===== config.mk =====
export PLATFORM = sky130hd
export DESIGN_NAME = hart_sched_arbiter_flat
export DESIGN_NICKNAME = d
export VERILOG_FILES = /design/src/rtl/hart_sched_arbiter_pkg.sv /design/src/rtl/hart_sched_arbiter_if.sv /design/src/rtl/hart_sched_arbiter_rr_pick.sv /design/src/rtl/hart_sched_arbiter.sv /design/src/flat_wrapper.sv
export SDC_FILE = /design/constraint.sdc
export NUM_CORES = 1
export LEC_CHECK = 0
export ABC_CLOCK_PERIOD_IN_PS = 3490
export CAP_MARGIN = 15
export CORE_ASPECT_RATIO = 0.8
export CORE_MARGIN = 2
export CORE_UTILIZATION = 30
export DETAILED_ROUTE_END_ITERATION = 7
export GPL_TIMING_DRIVEN = 0
export PLACE_DENSITY = 0.48
export SLEW_MARGIN = 20
export SYNTH_ARGS = -nofsm -noshare
export SYNTH_HDL_FRONTEND = slang
export SYNTH_SLANG_ARGS = --single-unit

===== constraint.sdc =====
create_clock -name CLK -period 3.49 [get_ports CLK]
set_input_delay 0.698 -clock CLK [delete_from_list [all_inputs] [get_ports CLK]]
set_output_delay 0.698 -clock CLK [all_outputs]
set_load 0.02 [all_outputs]

===== src/rtl/hart_sched_arbiter_pkg.sv =====
// Shared definitions for the hart scheduler arbiter: FSM state encoding
// and the width of the saturating switch counter.
package hart_sched_arbiter_pkg;
  localparam int CNT_W = 32;

  typedef enum logic [1:0] {
    ST_RUN    = 2'd0,
    ST_DRAIN  = 2'd1,
    ST_SWITCH = 2'd2
  } state_e;
endpackage


===== src/rtl/hart_sched_arbiter_if.sv =====
// Bus between the per-hart core wrappers/cluster control and the hart
// scheduler arbiter.
//   master: drives hart status, hold, tick, quantum, interconnect busy
//   slave : the arbiter; returns selection, per-hart stall, switch pulse/count
interface hart_sched_arbiter_if #(
  parameter int N_HARTS = 2,
  parameter int QW      = 16,
  parameter int SEL_W   = $clog2(N_HARTS + 1)
);
  logic [N_HARTS-1:0] w_hart_active;
  logic [N_HARTS-1:0] w_irq_pending;
  logic [N_HARTS-1:0] w_switch_ok;
  logic               w_hold;
  logic               w_run_tick;
  logic [QW-1:0]      w_quantum;
  logic               w_interconnect_busy;
  logic [SEL_W-1:0]   r_hart_sel;
  logic [N_HARTS-1:0] w_core_busy;
  logic               w_switch;
  logic [31:0]        w_switch_count;

  modport master (
    output w_hart_active, w_irq_pending, w_switch_ok, w_hold, w_run_tick,
           w_quantum, w_interconnect_busy,
    input  r_hart_sel, w_core_busy, w_switch, w_switch_count
  );

  modport slave (
    input  w_hart_active, w_irq_pending, w_switch_ok, w_hold, w_run_tick,
           w_quantum, w_interconnect_busy,
    output r_hart_sel, w_core_busy, w_switch, w_switch_count
  );
endinterface


===== src/rtl/hart_sched_arbiter_rr_pick.sv =====
// Combinational circular priority picker.
//   req   : request mask
//   base  : current index; scan order is base+1 .. base+N-1 (wrapping),
//           base itself is never picked
//   found : some request seen in that order
//   idx   : first requester in that order (base when none)
module rr_pick #(
  parameter int N     = 2,
  parameter int SEL_W = 2
) (
  input  logic [N-1:0]     req,
  input  logic [SEL_W-1:0] base,
  output logic             found,
  output logic [SEL_W-1:0] idx
);
  int p;

  // Scan from the far end so the nearest requester is written last and wins.
  always_comb begin
    found = 1'b0;
    idx   = base;
    p     = 0;
    for (int k = N - 1; k >= 1; k--) begin
      p = int'(base) + k;
      if (p >= N) p = p - N;
      if (req[p]) begin
        found = 1'b1;
        idx   = SEL_W'(p);
      end
    end
  end
endmodule


===== src/rtl/hart_sched_arbiter.sv =====
// Time-slicing arbiter sharing one MMU/interconnect path among N_HARTS cores.
// Switches go RUN -> DRAIN -> SWITCH; the SWITCH cycle stalls every hart to
// give the MMU/TLB one clean cycle for context hand-over.
//   CLK, RST : clock, synchronous active-high reset
//   bus      : slave side of hart_sched_arbiter_if
module hart_sched_arbiter
  import hart_sched_arbiter_pkg::*;
#(
  parameter int N_HARTS = 2,
  parameter int QW      = 16,
  parameter int SEL_W   = $clog2(N_HARTS + 1)
) (
  input logic              CLK,
  input logic              RST,
  hart_sched_arbiter_if.slave bus
);
  state_e             state, state_nxt;
  logic [QW-1:0]      cnt, cnt_dec, q_load;
  logic [SEL_W-1:0]   sel, nxt_sel;
  logic [N_HARTS-1:0] sel_oh;
  logic [CNT_W-1:0]   sw_cnt;
  logic               cur_act, cur_irq, cur_ok, expired, req;
  logic               irq_found, act_found;
  logic [SEL_W-1:0]   irq_idx, act_idx;

  assign q_load = (bus.w_quantum == '0) ? QW'(1) : bus.w_quantum;

  always_comb begin
    sel_oh = '0;
    for (int g = 0; g < N_HARTS; g++) sel_oh[g] = (SEL_W'(g) == sel);
  end

  assign cur_act = |(bus.w_hart_active & sel_oh);
  assign cur_irq = |(bus.w_irq_pending & sel_oh);
  assign cur_ok  = |(bus.w_switch_ok & sel_oh);

  // Both pickers skip the current hart, so act_found doubles as
  // "a candidate exists" and irq_found as "another active hart has an irq".
  rr_pick #(.N(N_HARTS), .SEL_W(SEL_W)) u_pick_irq (
    .req  (bus.w_hart_active & bus.w_irq_pending),
    .base (sel),
    .found(irq_found),
    .idx  (irq_idx)
  );

  rr_pick #(.N(N_HARTS), .SEL_W(SEL_W)) u_pick_act (
    .req  (bus.w_hart_active),
    .base (sel),
    .found(act_found),
    .idx  (act_idx)
  );

  // Expiry looks at the post-tick value so a quantum of Q gives exactly
  // Q run cycles before draining starts.
  assign cnt_dec = (bus.w_run_tick && cnt != '0) ? cnt - QW'(1) : cnt;
  assign expired = (cnt_dec == '0);
  assign req     = act_found && (expired || !cur_act || (irq_found && !cur_irq));

  always_ff @(posedge CLK) begin
    if (RST) state <= ST_RUN;
    else     state <= state_nxt;
  end

  always_comb begin
    state_nxt = state;
    case (state)
      ST_RUN:    if (req && !bus.w_hold) state_nxt = ST_DRAIN;
      ST_DRAIN:  if (!req) state_nxt = ST_RUN;
                 else if (cur_ok && !bus.w_hold) state_nxt = ST_SWITCH;
      ST_SWITCH: state_nxt = ST_RUN;
      default:   state_nxt = ST_RUN;
    endcase
  end

  always_comb begin
    bus.w_core_busy = '1;
    bus.w_switch    = 1'b0;
    if (state == ST_SWITCH) bus.w_switch = 1'b1;
    else bus.w_core_busy = ~sel_oh | ({N_HARTS{bus.w_interconnect_busy}} & sel_oh);
  end

  always_ff @(posedge CLK) begin
    if (RST) begin
      sel     <= '0;
      nxt_sel <= '0;
      cnt     <= q_load;
      sw_cnt  <= '0;
    end else begin
      case (state)
        ST_RUN: begin
          // Nobody to hand over to: start a fresh slice in place.
          if (expired && !act_found) cnt <= q_load;
          else                       cnt <= cnt_dec;
        end
        ST_DRAIN: begin
          cnt <= cnt_dec;
          if (state_nxt == ST_SWITCH) nxt_sel <= irq_found ? irq_idx : act_idx;
        end
        ST_SWITCH: begin
          sel <= nxt_sel;
          cnt <= q_load;
          if (sw_cnt != '1) sw_cnt <= sw_cnt + CNT_W'(1);
        end
        default: cnt <= q_load;
      endcase
    end
  end

  assign bus.r_hart_sel     = sel;
  assign bus.w_switch_count = sw_cnt;
endmodule


===== src/flat_wrapper.sv =====
// flat-port wrapper written by rule: the top's interface ports become plain ports
module hart_sched_arbiter_flat import hart_sched_arbiter_pkg::*;
#(
  parameter int N_HARTS = 2,
  parameter int QW      = 16,
  parameter int SEL_W   = $clog2(N_HARTS + 1)
)
  (CLK, RST, bus_w_hart_active, bus_w_irq_pending, bus_w_switch_ok, bus_w_hold, bus_w_run_tick, bus_w_quantum, bus_w_interconnect_busy, bus_r_hart_sel, bus_w_core_busy, bus_w_switch, bus_w_switch_count);
  hart_sched_arbiter_if #(.N_HARTS(N_HARTS), .QW(QW), .SEL_W(SEL_W)) bus_i ();
  input logic CLK;
  input logic RST;
  input wire logic [$bits(bus_i.w_hart_active)-1:0] bus_w_hart_active;
  input wire logic [$bits(bus_i.w_irq_pending)-1:0] bus_w_irq_pending;
  input wire logic [$bits(bus_i.w_switch_ok)-1:0] bus_w_switch_ok;
  input wire logic [$bits(bus_i.w_hold)-1:0] bus_w_hold;
  input wire logic [$bits(bus_i.w_run_tick)-1:0] bus_w_run_tick;
  input wire logic [$bits(bus_i.w_quantum)-1:0] bus_w_quantum;
  input wire logic [$bits(bus_i.w_interconnect_busy)-1:0] bus_w_interconnect_busy;
  output wire logic [$bits(bus_i.r_hart_sel)-1:0] bus_r_hart_sel;
  output wire logic [$bits(bus_i.w_core_busy)-1:0] bus_w_core_busy;
  output wire logic [$bits(bus_i.w_switch)-1:0] bus_w_switch;
  output wire logic [$bits(bus_i.w_switch_count)-1:0] bus_w_switch_count;
  assign bus_i.w_hart_active = bus_w_hart_active;
  assign bus_i.w_irq_pending = bus_w_irq_pending;
  assign bus_i.w_switch_ok = bus_w_switch_ok;
  assign bus_i.w_hold = bus_w_hold;
  assign bus_i.w_run_tick = bus_w_run_tick;
  assign bus_i.w_quantum = bus_w_quantum;
  assign bus_i.w_interconnect_busy = bus_w_interconnect_busy;
  assign bus_r_hart_sel = bus_i.r_hart_sel;
  assign bus_w_core_busy = bus_i.w_core_busy;
  assign bus_w_switch = bus_i.w_switch;
  assign bus_w_switch_count = bus_i.w_switch_count;
  hart_sched_arbiter #(.N_HARTS(N_HARTS), .QW(QW), .SEL_W(SEL_W)) u_core (.CLK(CLK), .RST(RST), .bus(bus_i));
endmodule

==> metrics.yaml <==
run_status:
  status: "finished, final reports clean"
detailed_routing:
  vias_per_cell: 4.850
  vias: 2750
  met1_length_mm: 4.290
  post-route-drc-count: 0
  initialDrtViolationCount: 96
  wl_met3_um: 478
  wl_mm: 8.003
  firstDrtPassIters: 4
  top_layer: "met4"
  ant_nets: 0
  wl_per_cell_um: 14.11
  wl_met2_mm: 3.185
critical_path:
  reg2reg_from: "u_core.cnt[4]"
  cpPeakStageDelay_ns: 0.56
  end_kind: "flop"
  cp_max_fo: 10
  crit_end: "u_core.cnt[15]"
  slowest_stage: "clkdlybuf4s50_1"
  rr_worst_depth: 11
  crit_top_cell: "o21a_1"
  cp_cell_sequence: "clkdlybuf4s50_1 > nand4bb_2 > o41ai_2 > o31ai_1 > a2111oi_2 > o2111ai_1 > or2_1 > o21a_1 > buf_6 > buf_8 > o21a_1"
  r2r_end: "u_core.cnt[15]"
  cp.required_ns: 3.67
  arrival_ns: 3.47
  reg2reg_slack_ns: 0.25
  startpoint: "bus_w_run_tick"
  start_kind: "input pin"
  critPathKind: "in -> reg"
clock_tree:
  ctsLongestPathBuffers: 2
  cts_tree: "done"
  htreeDepth: 2
  path_clk_slew_ns: 0.07
  cts.sinks: 54
  cts_root_buffer: "clkbuf_16"
  cts_made_buffers: 5
  clock_latency_ns: 0.28
pwr:
  power.density_mw_per_mm2: 357.3
  internal_power_mw: 1.072
  seq_power_share: 0.474
  p_sw_frac: 0.2425
  p_leak_nw: 1.329
  irDropWorstVdd_uv: 182.9
  power_switching_mw: 0.3433
  pwr-share-clk: 0.393
  total_power_mw: 1.415
  p_comb_frac: 0.133
cells_and_area:
  fillCellCount: 979
  instances_no_fill: 567
  syn_to_final_growth_pct: 33.42
  fin_nets: 460
  post-route-cell-area_mm2: 0.003961
  n_antenna_cell: 0
  drive_above_1_share: 0.06497
sta:
  min_period_ns: 3.295
  fmax_mhz: 303.5
  hold_viol_final: 0
  relSlewSlack: 0.3702
  finalSetupViolCount: 0
  worst_pin_slew_ns: 0.9403
  slew_violations: 0
  clock_skew_ns: 0.002661
  finalCritPeriodShare: 0.9440
grt:
  grt_antenna_before_repair: 0
  grt_pass1_wl_mm: 13.05
  first_global_vias: 2596
  grt_start_max_net_pins: 16
  track_usage: 0.1526
  grt-ovfl-total: 0
yosys:
  synth.avg_cell_area_um2: 8.247
  ys_seq_area_frac: 0.3641
  syn_inst: 360
  synthArstFlopShare: 0
  synth_fp_nets: 390
  ys_ff_latch: 54
  synth.distinct_cells: 51
  synth_edf_count: 0
  synth_area_mm2: 0.002969
  yosysWarnings: 0
  ys.flop_type: "dfxtp_1"
placement:
  dp_hpwl_mm: 6.120
  place_congestion: 0.8929
  dp.cells: 559
  io_buffers: 63
  placed_area_mm2: 0.003776
die:
  ioPinCount: 64
  die_h_um: 92.98
  initial_core_util: 0.3077
  dieArea_mm2: 0.01071
  coreArea_mm2: 0.009649
  rows: 32
  fp.dieW_um: 115.2
hold_path:
  whs_path_depth: 1
  worstHoldPathType: "reg -> reg"
flow_run:
  drv_cap: 0
repair_timing:
action	4_1_cts	5_1_grt
resized for setup	0	4
endpoints found under the setup margin	0	16
hold buffers	0	0
buffers inserted	0	0
layer usage:
metal  up-vias  track usage
met1      1258       0.2291
li1       1429            -
met2        59       0.2172
met5         -            0
met4         0      0.03112
met3         4      0.04083
worst min-delay path by stage:
stage	endpoint	slack [ns]	start
2_1_floorplan	u_core.nxt_sel[0]	0.45	u_core.nxt_sel[0]
3_3_place_gp	u_core.nxt_sel[1]	0.46	u_core.nxt_sel[1]
3_5_place_dp	u_core.nxt_sel[1]	0.47	u_core.nxt_sel[1]
4_1_cts	u_core.nxt_sel[1]	0.48	u_core.nxt_sel[1]
5_1_grt	u_core.nxt_sel[1]	0.51	u_core.nxt_sel[1]
6_report	u_core.nxt_sel[1]	0.48	u_core.nxt_sel[1]
power by group through the flow:
stage	Sequential [mW]	Combinational, mW	Clock, mW
finish	0.670	0.189	0.556
global route	0.673	0.208	0.604
CTS	0.667	0.187	0.575
detailed placement	0.682	0.185	0
global placement	0.682	0.185	0
floorplan	0.674	0.118	0
flip-flops by register name (all words and copies together) (netlist names):
| name | flops |
|---|---|
| u_core.bus.w_switch_count | 32 |
| u_core.cnt | 16 |
| u_core.bus.r_hart_sel | 2 |
| u_core.nxt_sel | 2 |
| u_core.state | 2 |
cell usage in the layout, fill, tap and decap left out, types with 11 or more instances in the layout:
cell	count
clkdlybuf4s50_1	63
xnor2_1	15
nand3_1	15
nor2_1	45
xor2_1	20
a21oi_1	12
nor3_1	15
dfxtp_1	54
nand4_1	11
nand2_1	28
mux2i_1	11
inv_1	18
worst max-delay path, delay by kind of cell:
kind	cells	cell delay, ns
AO/OA/AOI/OAI	6	1.43
buffers and inverters	3	0.84
AND/OR/NAND/NOR	2	0.49
area by class of cell:
cell class	count	area, um^2	area share
timing repair buffer	63	630.6	0.1592
multi-input combinational	276	1778	0.4488
sequential	54	1081	0.2729
buffer	12	71.32	0.01800
tap	136	170.2	0.04296
clock inverter	1	30.03	0.007581
inverter	18	67.56	0.01706
clock buffer	7	132.6	0.03348
cell families after synthesis:
family / count (synthesis) / synth area share
fa+ha+maj: 3 / 0.01264
mux: 17 / 0.05984
xor+xnor: 35 / 0.1032
compound gates: 50 / 0.1121
flops: 54 / 0.3641
buf+inv: 30 / 0.04677
simple gates: 171 / 0.3013
cell usage after synthesis (all sizes together), types with 5 or more instances:
cell	count	share of area
mux2	6	0.023
nor4	11	0.023
mux2i	11	0.037
xor2	20	0.059
and3	5	0.011
o21ai	11	0.019
nand4	11	0.023
or3	7	0.015
nor3	17	0.030
inv	18	0.023
nand2	28	0.035
xnor2	15	0.044
o22ai	7	0.015
dfxtp	54	0.36
nand3	15	0.025
a21oi	12	0.020
nor2	45	0.057
clkbuf	8	0.010
and2	5	0.011
per-stage QoR:
step / utilization / TNS (ns) / worst slack [ns] / hold WS [ns]
3_5_place_dp: 0.3913 / -1.481 / -0.1596 / 0.4669
5_1_grt: 0.4105 / -0.01470 / -0.01470 / 0.5077
4_1_cts: 0.4082 / 0 / 0.0003009 / 0.4763
2_1_floorplan: - / 0 / 0.7120 / 0.4488
6_report: 0.4105 / 0 / 0.1953 / 0.4777
3_3_place_gp: 0.3907 / -2.308 / -0.2087 / 0.4646
(Power assumes the default switching activity.)
